`config.mk`:
```
export PLATFORM = sky130hd
export DESIGN_NAME = multicycle_ctrl_flat
export DESIGN_NICKNAME = d
export VERILOG_FILES = /design/src/rtl/mips_pkg.sv /design/src/rtl/multicycle_ctrl_if.sv /design/src/rtl/alu_funct_dec.sv /design/src/rtl/multicycle_ctrl.sv /design/src/flat_wrapper.sv
export SDC_FILE = /design/constraint.sdc
export NUM_CORES = 1
export LEC_CHECK = 0
export ABC_AREA = 1
export BUFFER_PORTS_ARGS = -buffer_cell sky130_fd_sc_hd__buf_2
export CAP_MARGIN = 10
export CORE_ASPECT_RATIO = 0.7
export CORE_UTILIZATION = 25
export CTS_CLUSTER_SIZE = 10
export DETAILED_ROUTE_END_ITERATION = 8
export GPL_ROUTABILITY_DRIVEN = 0
export PLACE_DENSITY_LB_ADDON = 0.12
export SLEW_MARGIN = 10
export SYNTH_ARGS = -nofsm -noshare
export SYNTH_HDL_FRONTEND = slang
export SYNTH_SLANG_ARGS = --single-unit
```
`constraint.sdc`:
```
create_clock -name clk -period 2.65 [get_ports clk]
set_input_delay 0.53 -clock clk [delete_from_list [all_inputs] [get_ports clk]]
set_output_delay 0.53 -clock clk [all_outputs]
set_load 0.01 [all_outputs]
```
`src/rtl/mips_pkg.sv`:
```
// ----------------------------------------------------------------------------
// mips_pkg
// Encodings shared by the multicycle MIPS controller, its ALU and their benches:
//   - opcode / funct field values
//   - alu_con operation select values
//   - alu_src_b and pc_source mux select values
//   - controller state enumeration
// Optional feature macro: MULTICYCLE_ADDI_EN adds the I_EXEC / I_WB states.
// ----------------------------------------------------------------------------
package mips_pkg;

    // Opcodes (IR[31:26])
    localparam logic [5:0] OP_R    = 6'b000000;
    localparam logic [5:0] OP_LW   = 6'b100011;
    localparam logic [5:0] OP_SW   = 6'b101011;
    localparam logic [5:0] OP_BEQ  = 6'b000100;
    localparam logic [5:0] OP_J    = 6'b000010;
    localparam logic [5:0] OP_ADDI = 6'b001000;

    // R-type funct (IR[5:0])
    localparam logic [5:0] FN_ADD = 6'b100000;
    localparam logic [5:0] FN_SUB = 6'b100010;
    localparam logic [5:0] FN_AND = 6'b100100;
    localparam logic [5:0] FN_OR  = 6'b100101;
    localparam logic [5:0] FN_SLT = 6'b101010;
    localparam logic [5:0] FN_SLL = 6'b000000;

    // ALU operation select
    localparam logic [3:0] ALU_AND = 4'b0000;
    localparam logic [3:0] ALU_OR  = 4'b0001;
    localparam logic [3:0] ALU_ADD = 4'b0010;
    localparam logic [3:0] ALU_SUB = 4'b0110;
    localparam logic [3:0] ALU_SLT = 4'b0111;
    localparam logic [3:0] ALU_SLL = 4'b1111;

    // alu_src_b mux
    localparam logic [1:0] SRCB_B       = 2'b00;
    localparam logic [1:0] SRCB_FOUR    = 2'b01;
    localparam logic [1:0] SRCB_IMM     = 2'b10;
    localparam logic [1:0] SRCB_IMM_SH2 = 2'b11;

    // pc_source mux
    localparam logic [1:0] PCSRC_ALU    = 2'b00;
    localparam logic [1:0] PCSRC_ALUOUT = 2'b01;
    localparam logic [1:0] PCSRC_JUMP   = 2'b10;

    typedef enum logic [3:0] {
        FETCH    = 4'd0,
        DECODE   = 4'd1,
        MEM_ADDR = 4'd2,
        MEM_RD   = 4'd3,
        MEM_WB   = 4'd4,
        MEM_WR   = 4'd5,
        R_EXEC   = 4'd6,
        R_WB     = 4'd7,
        BRANCH   = 4'd8,
        JUMP     = 4'd9
`ifdef MULTICYCLE_ADDI_EN
        ,
        I_EXEC   = 4'd10,
        I_WB     = 4'd11
`endif
    } state_t;

endpackage

```
`src/rtl/multicycle_ctrl_if.sv`:
```
// ----------------------------------------------------------------------------
// multicycle_ctrl_if
// Bundle between the instruction register / ALU flag and the datapath controls.
//   master : controller side (drives controls, reads opcode/funct/zero)
//   slave  : datapath side
// There is no valid/ready handshake on this bundle: opcode/funct are expected
// to be held by the IR from the cycle after FETCH, and zero is a same-cycle
// combinational flag that the controller only looks at in BRANCH.
// ----------------------------------------------------------------------------
interface multicycle_ctrl_if #(
    parameter int CNT_W = 32
);
    logic [5:0]       opcode;
    logic [5:0]       funct;
    logic             zero;
    logic             pc_en;
    logic             i_or_d;
    logic             mem_read;
    logic             mem_write;
    logic             ir_write;
    logic             reg_dst;
    logic             mem_to_reg;
    logic             reg_write;
    logic             alu_src_a;
    logic [1:0]       alu_src_b;
    logic [1:0]       pc_source;
    logic [3:0]       alu_con;
    logic             illegal_op;
    logic             instr_done;
    logic [CNT_W-1:0] instr_cnt;

    modport master (
        input  opcode, funct, zero,
        output pc_en, i_or_d, mem_read, mem_write, ir_write, reg_dst,
               mem_to_reg, reg_write, alu_src_a, alu_src_b, pc_source,
               alu_con, illegal_op, instr_done, instr_cnt
    );

    modport slave (
        output opcode, funct, zero,
        input  pc_en, i_or_d, mem_read, mem_write, ir_write, reg_dst,
               mem_to_reg, reg_write, alu_src_a, alu_src_b, pc_source,
               alu_con, illegal_op, instr_done, instr_cnt
    );
endinterface

```
`src/rtl/alu_funct_dec.sv`:
```
// ----------------------------------------------------------------------------
// alu_funct_dec
// Maps an R-type funct field to the ALU operation select.
//   funct   in  6  IR[5:0]
//   alu_con out 4  ALU operation (ADD when funct is not decoded)
//   valid   out 1  funct is one of the supported R-type operations
// ----------------------------------------------------------------------------
module alu_funct_dec
    import mips_pkg::*;
(
    input  logic [5:0] funct,
    output logic [3:0] alu_con,
    output logic       valid
);
    always_comb begin
        alu_con = ALU_ADD;
        valid   = 1'b1;
        case (funct)
            FN_ADD:  alu_con = ALU_ADD;
            FN_SUB:  alu_con = ALU_SUB;
            FN_AND:  alu_con = ALU_AND;
            FN_OR:   alu_con = ALU_OR;
            FN_SLT:  alu_con = ALU_SLT;
            FN_SLL:  alu_con = ALU_SLL;
            default: valid   = 1'b0;
        endcase
    end
endmodule

```
`src/rtl/multicycle_ctrl.sv`:
```
// ----------------------------------------------------------------------------
// multicycle_ctrl
// Moore control FSM for the multicycle MIPS datapath.
//   clk        in   system clock, rising edge
//   rst        in   asynchronous active-high reset
//   bus        master modport of multicycle_ctrl_if (opcode/funct/zero in,
//              datapath controls, illegal_op, instr_done, instr_cnt out)
//   state_dbg  out  current FSM state
// Optional feature macro: MULTICYCLE_ADDI_EN (ADDI via I_EXEC / I_WB; when
// undefined, opcode 001000 is treated as illegal).
// ----------------------------------------------------------------------------
module multicycle_ctrl
    import mips_pkg::*;
#(
    parameter int CNT_W = 32
) (
    input  logic                clk,
    input  logic                rst,
    multicycle_ctrl_if.master   bus,
    output state_t              state_dbg
);
    state_t           state, next_state;
    logic [CNT_W-1:0] cnt_q;
    logic [3:0]       dec_con;
    logic             dec_valid;

    // Raw (pre-reset-gating) control values
    logic       pc_write, branch, illegal, done;
    logic       mem_read_c, mem_write_c, ir_write_c, reg_write_c;

    alu_funct_dec u_dec (
        .funct   (bus.funct),
        .alu_con (dec_con),
        .valid   (dec_valid)
    );

    always_ff @(posedge clk or posedge rst) begin
        if (rst) state <= FETCH;
        else     state <= next_state;
    end

    always_comb begin
        next_state     = state;
        pc_write       = 1'b0;
        branch         = 1'b0;
        illegal        = 1'b0;
        done           = 1'b0;
        mem_read_c     = 1'b0;
        mem_write_c    = 1'b0;
        ir_write_c     = 1'b0;
        reg_write_c    = 1'b0;
        bus.i_or_d     = 1'b0;
        bus.reg_dst    = 1'b0;
        bus.mem_to_reg = 1'b0;
        bus.alu_src_a  = 1'b0;
        bus.alu_src_b  = SRCB_B;
        bus.pc_source  = PCSRC_ALU;
        bus.alu_con    = ALU_ADD;
        case (state)
            FETCH: begin
                mem_read_c    = 1'b1;
                ir_write_c    = 1'b1;
                bus.alu_src_b = SRCB_FOUR;
                pc_write      = 1'b1;
                next_state    = DECODE;
            end
            DECODE: begin
                // Branch target computed speculatively into ALUOut
                bus.alu_src_b = SRCB_IMM_SH2;
                case (bus.opcode)
                    OP_LW, OP_SW: next_state = MEM_ADDR;
                    OP_R:         next_state = R_EXEC;
                    OP_BEQ:       next_state = BRANCH;
                    OP_J:         next_state = JUMP;
`ifdef MULTICYCLE_ADDI_EN
                    OP_ADDI:      next_state = I_EXEC;
`endif
                    default: begin
                        illegal    = 1'b1;
                        next_state = FETCH;
                    end
                endcase
            end
            MEM_ADDR: begin
                bus.alu_src_a = 1'b1;
                bus.alu_src_b = SRCB_IMM;
                next_state    = (bus.opcode == OP_LW) ? MEM_RD : MEM_WR;
            end
            MEM_RD: begin
                mem_read_c = 1'b1;
                bus.i_or_d = 1'b1;
                next_state = MEM_WB;
            end
            MEM_WB: begin
                reg_write_c    = 1'b1;
                bus.mem_to_reg = 1'b1;
                done           = 1'b1;
                next_state     = FETCH;
            end
            MEM_WR: begin
                mem_write_c = 1'b1;
                bus.i_or_d  = 1'b1;
                done        = 1'b1;
                next_state  = FETCH;
            end
            R_EXEC: begin
                bus.alu_src_a = 1'b1;
                bus.alu_con   = dec_con;
                if (dec_valid) begin
                    next_state = R_WB;
                end else begin
                    illegal    = 1'b1;
                    next_state = FETCH;
                end
            end
            R_WB: begin
                // ALU op held so ALUOut-based forwarding sees a stable op
                reg_write_c = 1'b1;
                bus.reg_dst = 1'b1;
                bus.alu_con = dec_con;
                done        = 1'b1;
                next_state  = FETCH;
            end
            BRANCH: begin
                bus.alu_src_a = 1'b1;
                bus.alu_con   = ALU_SUB;
                bus.pc_source = PCSRC_ALUOUT;
                branch        = 1'b1;
                done          = 1'b1;
                next_state    = FETCH;
            end
            JUMP: begin
                bus.pc_source = PCSRC_JUMP;
                pc_write      = 1'b1;
                done          = 1'b1;
                next_state    = FETCH;
            end
`ifdef MULTICYCLE_ADDI_EN
            I_EXEC: begin
                bus.alu_src_a = 1'b1;
                bus.alu_src_b = SRCB_IMM;
                next_state    = I_WB;
            end
            I_WB: begin
                reg_write_c = 1'b1;
                done        = 1'b1;
                next_state  = FETCH;
            end
`endif
            default: next_state = FETCH;
        endcase
    end

    // Side-effecting strobes are masked during reset so nothing is written
    // while the datapath is held; the mux selects keep their FETCH values.
    assign bus.pc_en      = ~rst & (pc_write | (branch & bus.zero));
    assign bus.mem_read   = ~rst & mem_read_c;
    assign bus.mem_write  = ~rst & mem_write_c;
    assign bus.ir_write   = ~rst & ir_write_c;
    assign bus.reg_write  = ~rst & reg_write_c;
    assign bus.illegal_op = ~rst & illegal;
    assign bus.instr_done = ~rst & done;

    // Retired-instruction counter; wraps naturally at 2^CNT_W
    always_ff @(posedge clk or posedge rst) begin
        if (rst)       cnt_q <= '0;
        else if (done) cnt_q <= cnt_q + 1'b1;
    end

    assign bus.instr_cnt = cnt_q;
    assign state_dbg     = state;
endmodule

```
`src/flat_wrapper.sv`:
```
// flat-port wrapper written by rule: the top's interface ports become plain ports
module multicycle_ctrl_flat import mips_pkg::*;
#(
    parameter int CNT_W = 32
)
  (clk, rst, state_dbg, bus_opcode, bus_funct, bus_zero, bus_pc_en, bus_i_or_d, bus_mem_read, bus_mem_write, bus_ir_write, bus_reg_dst, bus_mem_to_reg, bus_reg_write, bus_alu_src_a, bus_alu_src_b, bus_pc_source, bus_alu_con, bus_illegal_op, bus_instr_done, bus_instr_cnt);
  multicycle_ctrl_if #(.CNT_W(CNT_W)) bus_i ();
  input  logic clk;
  input  logic rst;
  output state_t state_dbg;
  input wire logic [$bits(bus_i.opcode)-1:0] bus_opcode;
  input wire logic [$bits(bus_i.funct)-1:0] bus_funct;
  input wire logic [$bits(bus_i.zero)-1:0] bus_zero;
  output wire logic [$bits(bus_i.pc_en)-1:0] bus_pc_en;
  output wire logic [$bits(bus_i.i_or_d)-1:0] bus_i_or_d;
  output wire logic [$bits(bus_i.mem_read)-1:0] bus_mem_read;
  output wire logic [$bits(bus_i.mem_write)-1:0] bus_mem_write;
  output wire logic [$bits(bus_i.ir_write)-1:0] bus_ir_write;
  output wire logic [$bits(bus_i.reg_dst)-1:0] bus_reg_dst;
  output wire logic [$bits(bus_i.mem_to_reg)-1:0] bus_mem_to_reg;
  output wire logic [$bits(bus_i.reg_write)-1:0] bus_reg_write;
  output wire logic [$bits(bus_i.alu_src_a)-1:0] bus_alu_src_a;
  output wire logic [$bits(bus_i.alu_src_b)-1:0] bus_alu_src_b;
  output wire logic [$bits(bus_i.pc_source)-1:0] bus_pc_source;
  output wire logic [$bits(bus_i.alu_con)-1:0] bus_alu_con;
  output wire logic [$bits(bus_i.illegal_op)-1:0] bus_illegal_op;
  output wire logic [$bits(bus_i.instr_done)-1:0] bus_instr_done;
  output wire logic [$bits(bus_i.instr_cnt)-1:0] bus_instr_cnt;
  assign bus_i.opcode = bus_opcode;
  assign bus_i.funct = bus_funct;
  assign bus_i.zero = bus_zero;
  assign bus_pc_en = bus_i.pc_en;
  assign bus_i_or_d = bus_i.i_or_d;
  assign bus_mem_read = bus_i.mem_read;
  assign bus_mem_write = bus_i.mem_write;
  assign bus_ir_write = bus_i.ir_write;
  assign bus_reg_dst = bus_i.reg_dst;
  assign bus_mem_to_reg = bus_i.mem_to_reg;
  assign bus_reg_write = bus_i.reg_write;
  assign bus_alu_src_a = bus_i.alu_src_a;
  assign bus_alu_src_b = bus_i.alu_src_b;
  assign bus_pc_source = bus_i.pc_source;
  assign bus_alu_con = bus_i.alu_con;
  assign bus_illegal_op = bus_i.illegal_op;
  assign bus_instr_done = bus_i.instr_done;
  assign bus_instr_cnt = bus_i.instr_cnt;
  multicycle_ctrl #(.CNT_W(CNT_W)) u_core (.clk(clk), .rst(rst), .bus(bus_i), .state_dbg(state_dbg));
endmodule
```
==> metrics.cfg, run 1 <==
[worst_hold_path]
hold_class=input port to asynchronous set/reset pin

[global_routing]
overflow=0
grt_max_degree=37
top_usage_layer=met2
grt_pass1_wl_um=10850
antenna_found_initial=0
grt_use_met2_pct=22.19
grt_use_total_pct=14.87
grtUsageMet3_pct=3.796
gr-usage-met1_pct=21.89
grt_pass1_vias=2249

[clocking]
cts_setup_buffers=0
clock_sinks=36
cts_buffers=5
post_cts_resized=0
clk_latency_ns=0.28
cts-root-buf=clkbuf_16
ctsLongestPathBuffers=2
cts_hold_buf=0
cts_tree=yes
htree_levels=2
clk_pin_slew_ns=0.06

[job]
cap_violations=0

[yosys]
synth.largest_area_cell=dfrtp_1
seq_area_frac_synth_pct=38.98
ys_warn_count=0
syn-cell-area_um2=2311
synth.distinct_cells=24
yosysTopAreaCellShare_pct=38.98
synthesis.nets=357
synth_seq_cells=36
avgSynthCellArea_um2=6.777
synthesis.instances=341
synth.area.top_cells=dfrtp_1 (39%), nand2_1 (14%), nor2_1 (10%)

[power_and_ir_drop]
internal-power_mw=1.190
pwr-share-comb_pct=18.5
ir_worst_vdd_mv=0.2058
seqPwrFrac_pct=37.9
swShare_pct=28.63
power.switching_uw=477.4
clkPwrFrac_pct=43.6
power.density_nw_per_um2=559.4
power.leakage_nw=1.661

[sta]
max_slew_margin_pct=66.82
rsz0062_at_grt=no
fin_worst_skew_ns=0.004169
period_share_pct=81.35
worst_pin_slew_ns=0.4978
whs_ns=0.4584
final_hold_viol_count=0
fmax_mhz=463.8
setup_violations=0
slew_violations=0
layout_min_cycle_time_ns=2.156
tns_ns=0

[floorplan]
placeableCoreArea_um2=8688
dieHeight_um=82.44
initial_core_util_pct=26.60
rows=28
io_pins=70
die_w_um=116.9
die_area_um2=9638

[route]
wl_per_cell_um=12.30
vias_per_cell=4.363
drt_iter0_markers=93
wl_um=6603
antenna_left=0
drc_errors=0
vias=2343
drt-pass1-iter-count=4

[setup_path]
worstSetupStartpointType=flop
rr_startpoint=u_core.state_dbg[1]
crit_end=bus_illegal_op
rrSetupSlack_ns=0.82
path_class=flop to output pin
crit_fanout=7
r2r_end=u_core.bus.instr_cnt[24]
worstPathRequired_ns=2.12
cp.arrival_ns=1.63
endpoint_kind=output pin
crit_start=u_core.state_dbg[3]
r2r_cells=8

[final_layout]
stdcell_count=537
final_common_cell=nand2_1
insertedDiodeCount=0
final_cell_mix=nand2_1 (86), buf_2 (69), nor2_1 (64)
syn2layout_area_growth_pct=29.02
fin_nets=432
drive_gt1_share_pct=20.86

[outcome]
status=finished, final reports clean

[placement]
dp_hpwl_um=5248
placed_cells=529
port_buffers=69

## through the flow
| stage | worst slack (ns) | utilization, % | cell area, µm² | power [mW] |
|---|---|---|---|---|
| after CTS | 0.4740 | 34.32 | 2982 | 1.695 |
| after floorplan | 0.1560 | - | 2311 | 0.8253 |
| final | 0.4941 | 34.32 | 2982 | 1.668 |
| after global placement | 0.6586 | 32.21 | 2799 | 0.9578 |
| after detailed placement | 0.6286 | 32.21 | 2799 | 0.9548 |
| after global routing | 0.2899 | 34.32 | 2982 | 1.762 |
## Yosys cell counts
cell type,instances
nor2_1,64
o22ai_1,2
nor3_2,1
nor2_4,2
o21a_1,1
buf_6,1
nand2_2,3
a21oi_1,4
nor4_1,1
xor2_1,6
nand4_1,11
ha_1,1
o21ai_0,3
clkbuf_1,1
nor2_2,2
inv_1,56
nor3_1,6
nand3b_1,5
dfrtp_1,36
nand3_1,34
o211ai_1,1
xnor2_1,13
inv_2,1
nand2_1,86
## worst max-delay path, cell delays in order, from the launching register on
cell and delay [ns]:
dfrtp_1 0.44, nor2_1 0.25, nand2_1 0.19, nor2_1 0.14
nand2_1 0.06, a21oi_1 0.12, buf_2 0.14
## cell type report
type,count,area [µm²]
fill,977,5707
multi-input combinational,246,1181
sequential,36,900.9
timing repair buffer,70,352.8
inverter,57,214.0
clock buffer,7,152.6
tap,120,150.1
clock inverter,1,30.03
## power by group through the flow
stage	sequential [mW]	clock (mW)	combinational (mW)
global placement	0.642	0	0.315
floorplan	0.649	0	0.177
detailed placement	0.642	0	0.313
global route	0.642	0.767	0.353
CTS	0.632	0.748	0.315
finish	0.632	0.727	0.309
## metal layers
metal  routed length (µm)  up-vias
met2                 2659       64
li1                     -     1211
met4                   21        0
met5                    0        -
met1                 3464     1066
met3                  457        2
## kinds of logic (layout without fill, tap and decap cells)
group	after synthesis	count (layout)	synth area share (%)
DFF	36	36	38.98
xor gates and xnor gates	19	19	7.201
adders and majority gates	1	1	0.5413
AOI/OAI and AO/OA	11	11	2.707
and+or+nand+nor	215	215	40.66
buffers and inverters	59	135	9.908
## sequential cells by signal, indices dropped and copies added, names as in the netlist
register and cells:
u_core.state_dbg 4, u_core.bus.instr_cnt 32
## how the worst min path moves through the flow
| stage | from | end | slack [ns] |
|---|---|---|---|
| 4_1_cts | rst | u_core.bus.instr_cnt[28] | 0.49 |
| 5_1_grt | rst | u_core.state_dbg[0] | 0.54 |
| 6_report | rst | u_core.bus.instr_cnt[28] | 0.46 |
| 3_3_place_gp | u_core.bus.instr_cnt[31] | u_core.bus.instr_cnt[31] | 0.48 |
| 3_5_place_dp | u_core.bus.instr_cnt[31] | u_core.bus.instr_cnt[31] | 0.49 |
| 2_1_floorplan | u_core.bus.instr_cnt[31] | u_core.bus.instr_cnt[31] | 0.52 |
Power figures use the tool's default switching activity.
==> inputs of run 2 (changes only) <==
Settings changed: ABC_AREA 1 to 0.
Clock period 2.65 ns to 1.95 ns, I/O delays scaled along.
==> run 2 against run 1 <==
The flow now finishes with violations (negative setup slack). Critical endpoint unchanged. Final cell count shrank 23%. Sequential share of layout area rose by 0.60 points. Clock power is 12% higher. Cell area decreased by 1.8%. Largest cell class unchanged. Clock-buffer cell count shrank 1. Worst hold slack lost 0.21 ns. Clock skew increased by 0.0013 ns. Core utilization is 2.6 points higher.
==> metrics.cfg, run 2 <==
[job]
cap_violations=0  ; unchanged

[route]
vias_per_cell=4.552  ; was 4.363
drt-pass1-iter-count=4  ; unchanged
drc_errors=0  ; unchanged
antenna_left=0  ; unchanged
wl_um=5566  ; was 6603 µm
vias=1880  ; was 2343
drt_iter0_markers=88  ; was 93
wl_per_cell_um=13.48  ; was 12.30 µm

[sta]
period_share_pct=103.0
final_hold_viol_count=0  ; unchanged
rsz0062_at_grt=yes  ; was no
slew_violations=0  ; unchanged
max_slew_margin_pct=78.03  ; was 66.82%
worst_pin_slew_ns=0.3295  ; was 0.4978 ns
fmax_mhz=498.1
fin_ws_ns=-0.05778  ; was 0.4941 ns
fin_worst_skew_ns=0.005503  ; was 0.004169 ns
setup_violations=2  ; was 0
whs_ns=0.2489  ; was 0.4584 ns
layout_min_cycle_time_ns=2.008

[global_routing]
grt_pass1_vias=1742  ; was 2249
top_usage_layer=met1  ; was met2
grt_pass1_wl_um=9370  ; was 10850 µm
antenna_found_initial=0  ; unchanged
overflow=0  ; unchanged
grt_use_met2_pct=17.27  ; was 22.19%
gr-usage-met1_pct=22.06  ; was 21.89%
grt_use_total_pct=13.54  ; was 14.87%
grtUsageMet3_pct=3.629  ; was 3.796%
grt_max_degree=25  ; was 37

[yosys]
synth-edff-count=0  ; unchanged
synth.area.top_cells=dfrtp_1 (44%), xor2_1 (9.3%), xnor2_1 (4.7%)  ; was dfrtp_1 (39%), nand2_1 (14%), nor2_1 (10%)
synth.distinct_cells=41  ; was 24
synth_seq_cells=36  ; unchanged
syn-cell-area_um2=2071  ; was 2311 µm²
yosysMostFrequentCell=dfrtp_1  ; was nand2_1
avgSynthCellArea_um2=9.543  ; was 6.777 µm²
synthesis.nets=233  ; was 357
synthesis.instances=217  ; was 341
synth.top_cells.by_count=dfrtp_1 (36), nor2_1 (25), nand2_1 (22), xor2_1 (22), nor3_1 (13)  ; was nand2_1 (86), nor2_1 (64), inv_1 (56)
synth.largest_area_cell=dfrtp_1  ; unchanged
yosysTopAreaCellShare_pct=43.50  ; was 38.98%
async_reset_ff_share_pct=100.0  ; unchanged
seq_area_frac_synth_pct=43.50  ; was 38.98%
ys_warn_count=0  ; unchanged
yosys_most_used_dff=dfrtp_1  ; unchanged

[power_and_ir_drop]
ir_worst_vdd_mv=0.3567  ; was 0.2058 mV
internal-power_mw=1.522  ; was 1.190 mW
seqPwrFrac_pct=39.5  ; was 37.9%
swShare_pct=29.22  ; was 28.63%
clkPwrFrac_pct=37.7  ; was 43.6%
power.leakage_nw=1.536  ; was 1.661 nW
power.density_nw_per_um2=734.6  ; was 559.4 nW/µm²
pwr-share-comb_pct=22.8  ; was 18.5%
power.switching_uw=628.4  ; was 477.4 µW

[outcome]
status=finished with violations  ; was finished, final reports clean
violations=negative setup slack

[floorplan]
io_pins=70  ; unchanged
placeableCoreArea_um2=7939  ; was 8688 µm²
initial_core_util_pct=26.08  ; was 26.60%
die_w_um=110.8  ; was 116.9 µm
die_area_um2=8657  ; was 9638 µm²
dieHeight_um=78.15  ; was 82.44 µm
rows=27  ; was 28

[clocking]
clock_sinks=36  ; unchanged
cts_tree=yes  ; unchanged
clk_pin_slew_ns=0.06  ; about the same
cts-root-buf=clkbuf_16  ; unchanged
ctsLongestPathBuffers=2  ; unchanged
htree_levels=2  ; unchanged
cts_buffers=5  ; unchanged
clk_latency_ns=0.28  ; about the same

[setup_path]
rrSetupSlack_ns=0.10  ; was 0.82 ns
cp.arrival_ns=1.62  ; was 1.63 ns
worstSetupStartpointType=flop  ; unchanged
crit_fanout=3  ; was 7
worstPathRequired_ns=1.56  ; was 2.12 ns
r2r_cells=9  ; was 8
endpoint_kind=output pin  ; unchanged
path_class=flop to output pin  ; unchanged

[final_layout]
fin_nets=327  ; was 432
syn2layout_area_growth_pct=41.39  ; was 29.02%
final_cell_mix=buf_2 (68), dfrtp_1 (35), nor2_1 (23)  ; was nand2_1 (86), buf_2 (69), nor2_1 (64)
final_common_cell=buf_2  ; was nand2_1
largest_reg_flops=32  ; unchanged
postLayoutCoreUtil_pct=36.88  ; was 34.32%
insertedDiodeCount=0  ; unchanged
drive_gt1_share_pct=41.99  ; was 20.86%

[worst_hold_path]
hold_class=input port to asynchronous set/reset pin  ; unchanged

[placement]
dp_slack_ns=-0.01367  ; was 0.6286 ns
dp_hpwl_um=4257  ; was 5248 µm
port_buffers=69  ; unchanged

run 2: power groups by stage:
stage / sequential [mW] / clock (mW) / combinational, mW
after CTS: 0.850 / 0.830 / 0.485
after global routing: 0.858 / 0.866 / 0.546
final: 0.850 / 0.811 / 0.490
after floorplan: 0.864 / 0 / 0.249
after detailed placement: 0.864 / 0 / 0.467
after global placement: 0.863 / 0 / 0.469
run 2: path summary, 6_finish.rpt:
path,to,start
worst min register to register,u_core.bus.instr_cnt[31],u_core.bus.instr_cnt[31]
max in group asynchronous,u_core.state_dbg[1],rst
worst min-delay path,u_core.bus.instr_cnt[27],rst
worst max register to register,u_core.bus.instr_cnt[19],u_core.state_dbg[3]
worst max-delay path,bus_illegal_op,u_core.state_dbg[2]
min in group clk,u_core.state_dbg[3],bus_opcode[4]
run 2: layout make-up:
| class | instances | area, µm² |
|---|---|---|
| tap | 101 | 126.4 |
| clock inverter | 2 | 10.01 |
| fill | 832 | 5011 |
| clock buffer | 6 | 138.9 |
| multi-input combinational | 170 | 1196 |
| inverter | 6 | 22.52 |
| sequential | 36 | 902.1 |
| timing repair buffer | 92 | 531.8 |
run 2: cells by family (layout without fill, tap and decap cells):
kind of cell             count (synthesis)  after routing  synth area share, %
AO/OA/AOI/OAI                           14             14                5.378
XOR/XNOR                                33             33                13.96
multiplexers                             3              3                1.631
AND/OR/NAND/NOR                        119            119                32.63
buffers and inverters                   11            106                2.296
flip-flops                              36             36                43.50
adder cells (fa/ha/maj)                  1              1               0.6041
run 2: worst max-delay path, stage by stage (launching register included):
cell and delay, ns:
dfrtp_1 0.39, or2_4 0.23, or2_4 0.25, nand4b_1 0.18
a21oi_1 0.14, buf_2 0.14
run 2: routing by layer:
layer	up-vias	share of wire, %
li1	952	-
met1	893	56
met2	35	39
met3	0	4.1
met4	0	0
met5	-	0
run 2: through the flow:
stage	setup TNS [ns]	std cells	total power [mW]	instance area, µm²
CTS	-0.07038	410	2.165	2835
finish	-0.07414	413	2.151	2928
detailed placement	-0.01367	399	1.331	2645
floorplan	0	217	1.113	2071
global placement	0	399	1.332	2645
global route	-0.3007	413	2.270	2928
run 2: what timing repair did:
| item | 4_1_cts | 5_1_grt |
|---|---|---|
| setup buffers | 3 | 3 |
| pin swaps | 4 | 6 |
| gates resized for setup | 6 | 18 |
| cloned | 0 | 0 |
| hold buffers | 0 | 0 |
| setup endpoints to repair | 6 | 12 |
==> inputs of run 3 (changes only) <==
Settings changed: PLACE_DENSITY_LB_ADDON 0.12 to 0.05, SLEW_MARGIN 10 to 20.
==> run 3 against run 2 <==
The flow still finishes with violations (negative setup slack). Worst setup slack worse by 0.0052 ns. Clock skew up 0.0013 ns. Sequential share of layout area fell by 0.33 points. Cell area is 1.2% higher. Sequential cell count stayed put. Non-clock buffer count up 5. Routed wire length fell by 3.0%. Via count is 1.3% lower. Clock-buffer cell count unchanged. Critical endpoint unchanged. Largest power group unchanged.
==> metrics.cfg, run 3 (synthesis results as in run 2) <==
[final_layout]
final_cell_mix=buf_2 (67), dfrtp_1 (34), nor2_1 (24)  ; was buf_2 (68), dfrtp_1 (35), nor2_1 (23)
fin_nets=332  ; was 327
final_common_cell=buf_2  ; unchanged
drive_gt1_share_pct=41.01  ; was 41.99%
insertedDiodeCount=0  ; unchanged
syn2layout_area_growth_pct=43.14  ; was 41.39%
stdcell_count=418  ; was 413
largest_reg_flops=32  ; unchanged

[placement]
dp_slack_ns=-0.03828  ; was -0.01367 ns
placed_cells=403  ; was 399
dp_hpwl_um=4181  ; was 4257 µm
port_buffers=69  ; unchanged

[sta]
max_slew_margin_pct=76.59  ; was 78.03%
worst_pin_slew_ns=0.3499  ; was 0.3295 ns
layout_min_cycle_time_ns=2.013  ; was 2.008 ns
final_hold_viol_count=0  ; unchanged
slew_violations=0  ; unchanged
rsz0062_at_grt=yes  ; unchanged
setup_violations=1  ; was 2
whs_ns=0.2677  ; was 0.2489 ns
fin_ws_ns=-0.06301  ; was -0.05778 ns
period_share_pct=103.2  ; was 103.0%
fmax_mhz=496.8  ; was 498.1 MHz
fin_worst_skew_ns=0.006774  ; was 0.005503 ns

[floorplan]
die_w_um=110.8  ; unchanged
dieHeight_um=78.15  ; unchanged
initial_core_util_pct=26.08  ; unchanged
io_pins=70  ; unchanged
rows=27  ; unchanged
die_area_um2=8657  ; unchanged
placeableCoreArea_um2=7939  ; unchanged

[clocking]
cts_buffers=5  ; unchanged
htree_levels=2  ; unchanged
clock_sinks=36  ; unchanged
clk_latency_ns=0.28  ; about the same
clk_pin_slew_ns=0.06  ; about the same
ctsLongestPathBuffers=2  ; unchanged
cts_tree=yes  ; unchanged
cts-root-buf=clkbuf_16  ; unchanged

[worst_hold_path]
hold_class=input port to asynchronous set/reset pin  ; unchanged

[setup_path]
path_class=flop to output pin  ; unchanged
rr_startpoint=u_core.state_dbg[3]  ; unchanged
worstSetupStartpointType=flop  ; unchanged
rrSetupSlack_ns=0.12  ; was 0.10 ns
cp.arrival_ns=1.62  ; about the same
slowest_stage=dfrtp_1  ; unchanged
crit_buf_inv=1  ; unchanged
r2r_end=u_core.bus.instr_cnt[13]  ; was u_core.bus.instr_cnt[19]
cp.depth=5  ; unchanged
endpoint_kind=output pin  ; unchanged
worstPathRequired_ns=1.56  ; about the same
r2r_cells=8  ; was 9
cpLargestDelayFamily=simple AND/OR/NAND/NOR gates  ; unchanged
max_stage_delay_ns=0.40  ; was 0.39 ns
cp_common_cell=or2_4  ; unchanged
cp_cell_sequence=or2_4, or2_4, nand4b_1, a21oi_1, buf_2  ; unchanged
crit_fanout=3  ; unchanged

[global_routing]
overflow=0  ; unchanged
grt_pass1_vias=1756  ; was 1742
grt_use_total_pct=12.90  ; was 13.54%
grt_max_degree=22  ; was 25
antenna_found_initial=0  ; unchanged
grt_pass1_wl_um=8963  ; was 9370 µm

[power_and_ir_drop]
p_total_mw=2.149  ; was 2.151 mW
power.density_nw_per_um2=724.9  ; was 734.6 nW/µm²
power.leakage_nw=1.561  ; was 1.536 nW
ir_worst_vdd_mv=0.2776  ; was 0.3567 mV

[route]
highest_layer=met3  ; unchanged
wl_per_cell_um=12.92  ; was 13.48 µm
vias=1855  ; was 1880
wl_met2_um=2147  ; was 2192 µm
antenna_left=0  ; unchanged
drt_iter0_markers=71  ; was 88
vias_per_cell=4.438  ; was 4.552
drt-pass1-iter-count=4  ; unchanged
drc_errors=0  ; unchanged
wl_um=5400  ; was 5566 µm
m1WireLength_um=3082  ; was 3144 µm
met3_length_um=170  ; was 229 µm

[outcome]
violations=negative setup slack  ; unchanged
status=finished with violations  ; unchanged

[job]
cap_violations=0  ; unchanged

[run 3: routing by layer]
metal / global-route usage (%) / vias up
li1: - / 970
met1: 20.14 / 855
met2: 17.76 / 30
met3: 3.166 / 0
met4: 2.000 / 0
met5: 0 / -
[run 3: cell type report]
cell class	instances	area, µm²
Clock inverter	2	10.01
Multi-Input combinational cell	170	1165
Tap cell	101	126.4
Sequential cell	36	903.4
Fill cell	819	4975
Clock buffer	6	138.9
Inverter	6	25.02
Timing Repair Buffer	97	595.6
[run 3: worst max path at each step]
| stage | from | endpoint | slack [ns] |
|---|---|---|---|
| floorplan | rst | bus_pc_en | 0.03 |
| global placement | bus_opcode[0] | bus_illegal_op | -0.03 |
| detailed placement | bus_opcode[0] | bus_illegal_op | -0.04 |
| CTS | u_core.state_dbg[3] | bus_illegal_op | -0.07 |
| global route | u_core.state_dbg[3] | bus_illegal_op | -0.14 |
| finish | u_core.state_dbg[3] | bus_illegal_op | -0.06 |
[run 3: repair_timing]
item,CTS,global route
resized for setup,10,13
setup buffers,4,3
endpoints found under the setup margin,6,18
endpoints found under the hold margin,0,0
pin swaps,4,2
hold buffers,0,0
[run 3: power breakdown]
part | internal [mW] | switching (mW)
clock | 0.504 | 0.302
sequential | 0.792 | 0.0538
combinational | 0.236 | 0.261
[run 3: metrics by stage]
stage / utilization, % / area (µm²) / setup TNS, ns
6_report: 37.34 / 2964 / -0.06301
5_1_grt: 37.34 / 2964 / -0.1897
4_1_cts: 36.45 / 2894 / -0.07924
3_5_place_dp: 33.85 / 2688 / -0.03828
3_3_place_gp: 33.85 / 2688 / -0.03079
2_1_floorplan: - / 2071 / 0
[run 3: worst reg2reg max path: stages, from the launching register on]
cell	delay [ns]
dfrtp_1	0.40
buf_6	0.14
and2b_2	0.25
o2bb2ai_4	0.11
buf_4	0.18
buf_4	0.17
nand4_1	0.18
nor2_1	0.17
xor2_1	0.16
